### src/rtl/truth_table_sweeper.sv
// truth_table_sweeper: drives every input combination 0..2^N_IN-1 onto a target
// block, captures its single output into a truth table and compares it against
// the EXPECTED golden table, reporting pass, mismatch count and first failing index.
// Optional feature macro: SWEEP_STOP_ON_FAIL_EN (terminate the sweep at the first mismatch).
module truth_table_sweeper #(
    parameter int unsigned          N_IN     = 5,
    parameter int unsigned          SETTLE   = 1,
    parameter logic [2**N_IN-1:0]   EXPECTED = 32'hCFC89F7F
) (
    input  logic                 clk,
    input  logic                 rst_n,
    input  logic                 start,
    input  logic                 dut_out,
    output logic [N_IN-1:0]      vec_out,
    output logic                 busy,
    output logic                 done,
    output logic                 pass,
    output logic [N_IN:0]        mismatch_cnt,
    output logic [N_IN-1:0]      first_fail,
    output logic [2**N_IN-1:0]   table_q
);

    localparam int unsigned      DEPTH      = 2**N_IN;
    localparam logic [N_IN-1:0]  LAST_IDX   = N_IN'(DEPTH - 1);
    localparam logic [N_IN-1:0]  VEC_ONE    = N_IN'(1);
    localparam logic [N_IN:0]    CNT_ONE    = (N_IN+1)'(1);
    localparam logic [3:0]       SETTLE_CNT = 4'(SETTLE);

    typedef enum logic [1:0] {
        IDLE  = 2'd0,
        DRIVE = 2'd1,
        DONE  = 2'd2
    } state_t;

    state_t      state;
    state_t      state_next;
    logic [3:0]  cnt;
    logic        sample;
    logic        miss;
    logic        sweep_end;

    // State register; reset returns the sweeper to IDLE.
    always_ff @(posedge clk) begin
        if (!rst_n) begin
            state <= IDLE;
        end else begin
            state <= state_next;
        end
    end

    // Next-state logic plus the per-cycle sample/mismatch/end qualifiers.
    always_comb begin
        state_next = state;
        sample     = 1'b0;
        miss       = 1'b0;
        sweep_end  = 1'b0;

        sample = (state == DRIVE) && (cnt == SETTLE_CNT);
        miss   = sample && (dut_out != EXPECTED[vec_out]);
`ifdef SWEEP_STOP_ON_FAIL_EN
        sweep_end = sample && ((vec_out == LAST_IDX) || miss);
`else
        sweep_end = sample && (vec_out == LAST_IDX);
`endif

        case (state)
            IDLE:    if (start) state_next = DRIVE;
            DRIVE:   if (sweep_end) state_next = DONE;
            DONE:    state_next = IDLE;
            default: state_next = IDLE;
        endcase
    end

    // Datapath: vector/settle counters, capture, and result registers.
    // done/busy/pass are updated on the edge leaving DONE so the pulse lands
    // one cycle after the final sample, matching the documented latency.
    always_ff @(posedge clk) begin
        if (!rst_n) begin
            vec_out      <= '0;
            cnt          <= '0;
            busy         <= 1'b0;
            done         <= 1'b0;
            pass         <= 1'b1;
            mismatch_cnt <= '0;
            first_fail   <= '0;
            table_q      <= '0;
        end else begin
            done <= 1'b0;
            case (state)
                IDLE: begin
                    if (start) begin
                        vec_out      <= '0;
                        cnt          <= '0;
                        busy         <= 1'b1;
                        pass         <= 1'b0;
                        mismatch_cnt <= '0;
                        first_fail   <= '0;
                        table_q      <= '0;
                    end
                end
                DRIVE: begin
                    if (sample) begin
                        table_q[vec_out] <= dut_out;
                        if (miss) begin
                            mismatch_cnt <= mismatch_cnt + CNT_ONE;
                            if (mismatch_cnt == '0) begin
                                first_fail <= vec_out;
                            end
                        end
                        if (!sweep_end) begin
                            vec_out <= vec_out + VEC_ONE;
                            cnt     <= '0;
                        end
                    end else begin
                        cnt <= cnt + 4'd1;
                    end
                end
                DONE: begin
                    done <= 1'b1;
                    busy <= 1'b0;
                    pass <= (mismatch_cnt == '0);
                end
                default: ;
            endcase
        end
    end

endmodule
### config.mk
export PLATFORM = sky130hd
export DESIGN_NAME = truth_table_sweeper
export DESIGN_NICKNAME = d
export VERILOG_FILES = /design/src/rtl/truth_table_sweeper.sv
export SDC_FILE = /design/constraint.sdc
export NUM_CORES = 1
export LEC_CHECK = 0
export ABC_AREA = 0
export ABC_CLOCK_PERIOD_IN_PS = 2900
export BUFFER_PORTS_ARGS = -buffer_cell sky130_fd_sc_hd__buf_4
export CORE_ASPECT_RATIO = 0.6
export CORE_MARGIN = 3
export CORE_UTILIZATION = 45
export DETAILED_ROUTE_END_ITERATION = 16
export HOLD_SLACK_MARGIN = 0.15
export PLACE_DENSITY = 0.69
export SKIP_LAST_GASP = 1
export SLEW_MARGIN = 20
export SYNTH_ARGS = -nofsm -noshare
export SYNTH_HDL_FRONTEND = slang
export SYNTH_SLANG_ARGS = --single-unit
### constraint.sdc
create_clock -name clk -period 2.9 [get_ports clk]
set_input_delay 0.435 -clock clk [delete_from_list [all_inputs] [get_ports clk]]
set_output_delay 0.435 -clock clk [all_outputs]
set_load 0.05 [all_outputs]
==> flow_summary.ini <==
[run_status]
status = finished, final reports clean

[logic_synthesis]
avgSynthCellArea_um2 = 8.18
synthArstFlopShare_pct = 0
synth_ff_type = dfxtp_1
yosys_warnings = 0
synth_compound_gate_area_share_pct = 21.8
syn_area_um2 = 2860
synthMuxAreaShare_pct = 2.10
ys_types = 45
synthAdderAreaFrac_pct = 4.82
postSynthNetCount = 364
syn_inst = 349
synth_xor_area_share_pct = 3.07
ys_seq_area_share_pct = 40.7
synth_top_family_by_area = simple AND/OR/NAND/NOR gates
synth_edf_count = 0
synthSimpleGateAreaFrac_pct = 21.9
ys_ff_latch = 58

[drt]
routed_wl_um = 7420
drtIter0Drc = 206
wl_per_cell_um = 15.6
antenna_left = 0
drt_pre_antenna_iters = 5
via_per_inst = 5.64
drc = 0
via_count = 2677

[cts]
clkTransAtPathRegs_ps = 70
cts_resized = 0
cts-root-buf = clkbuf_8
clock_latency_ps = 340
cts_hold_buf = 0
h-tree-depth = 3
clockBufferDepth = 2
numCtsBuffers = 9
cts_tree = built
cts_setup_buffers = 0
cts.sinks = 58

[critical_path]
path_max_fanout = 9
slowest_stage = nor3_4
crit_path_start_kind = register
critPathKind = reg -> reg
cp_cell_sequence = ha_1 > and3_1 > ha_1 > nor3_4 > o31ai_1 > and2_1 > ha_1 > mux2i_1 > mux2i_1 > a21oi_1
cp_common_cell = ha_1
r2r_start = vec_out[0]$_SDFFE_PN0N_
end_kind = register
cp_slowest_stage_delay_ps = 410
worstSetupStartpoint = vec_out[0]$_SDFFE_PN0N_
worstPathArrival_ps = 2930
critPathTopFamily = adder cells
worst-path-buf-inv = 0
crit_required_ps = 3170

[worst_hold_path]
hp-class = in -> reg
hold_start = rst_n

[timing]
relSlewSlack_pct = 37.2
fin_setup_tns_ps = 0
min_period_over_period_pct = 91.6
tightest_slew_ps = 940
min_period_ps = 2660
grt_setup_unrepaired = no
finalHoldViolations = 0
clock_skew_ps = 13.1
slew_violations = 0
fmax_mhz = 376
setup_viol = 0

[global_route]
grt_max_degree = 34
track_usage_pct = 21.4
grt_pass1_vias = 2425
grt.overflow.total = 0
grt_pass1_wl_um = 12000
antenna_found_initial = 0

[finish]
layout_commonest_cell = a21oi_1
syn2layout_area_growth_pct = 22.7
drive_gt1_share_pct = 23.3
nNetsFinal = 405
nFillCells = 542
antenna_cells = 0
final_cell_mix = 69 x a21oi_1, 62 x buf_4, 58 x dfxtp_1, 34 x o21ai_0, 33 x nand3_1

[floorplan]
num_rows = 21
design.die.area_um2 = 7370
io_pins = 55
die_w_um = 109
dieHeight_um = 67.7
start_util_pct = 48.7
core_um2 = 5860

[placed_design]
port_buffers = 54
place_hpwl_um = 5050
globalplace.congestion = 0.862

[power_and_ir_drop]
vdd_drop_max_v = 0.000237
p_leak_nw = 1.38
pwr_density_cell_nw_per_um2 = 509
power_w = 0.00178

[flow_run]
max_cap_violations = 0
-- Yosys cell counts (all sizes together), types with 3 or more instances --
master,instances,area share (%)
a21oi,70,13
and2,3,0.66
and3,4,0.88
buf,9,1.7
clkbuf,23,3.0
dfxtp,58,41
ha,11,4.8
inv,6,0.79
mux2i,6,2.1
nand2,18,2.5
nand2b,5,1.2
nand3,33,5.8
nor2,21,2.8
nor3,6,1.4
nor3b,4,1.1
o21ai,34,6.0
or2,4,0.88
xnor2,5,1.5
xor2,5,1.5
-- metal layers --
layer | up-vias | global-route usage, % | share of wire, %
met5 | - | 0 | 0
met4 | 0 | 6.30 | 0.62
met3 | 4 | 7.74 | 8.2
met2 | 101 | 30.1 | 42
met1 | 1261 | 30.4 | 49
li1 | 1311 | - | -
-- state kept, by name, summed over array words and instances, names as in the netlist, named ones only --
name,flops
pass,1
state,2
busy,1
first_fail,5
vec_out,5
done,1
mismatch_cnt,6
cnt,4
table_q,32
-- final timing paths --
path	end	cells past startpoint	slack, ps
max	register	10	240
min	pass$_SDFFE_PN1P_	2	370
max reg2reg	register	10	240
min reg2reg	busy$_SDFFE_PN0P_	2	440
-- per-stage QoR --
stage               hold slack [ps]  std cells  area (um2)  setup WS [ps]  utilization [%]
floorplan                       551        349        2860            191                -
global placement                434        459        3290            387             56.1
detailed placement              435        459        3290            283             56.1
CTS                             355        475        3500            247             59.8
global route                    355        475        3500           40.6             59.8
finish                          371        475        3500            243             59.8
-- cell type report --
| cell class | count | area [um2] | share of cell area [%] |
|---|---|---|---|
| multi-input combinational | 252 | 1530 | 43.8 |
| sequential | 58 | 1160 | 33.1 |
| timing repair buffer | 62 | 465 | 13.3 |
| clock buffer | 9 | 124 | 3.53 |
| tap | 80 | 100 | 2.86 |
| clock inverter | 7 | 93.8 | 2.68 |
| inverter | 7 | 26.3 | 0.750 |
-- cell families (layout without fill, tap and decap cells) --
group | after synthesis | after routing
xor gates and xnor gates | 10 | 10
DFF | 58 | 58
adders and majority gates | 11 | 11
and+or+nand+nor | 113 | 113
buffers and inverters | 39 | 85
AOI/OAI and AO/OA | 112 | 112
muxes | 6 | 6
-- report_power, final --
group / internal, W / switching (W)
Sequential: 0.000804 / 0.00000919
Clock: 0.000481 / 0.000337
Combinational: 0.0000477 / 0.000106
(Power assumes the default switching activity.)
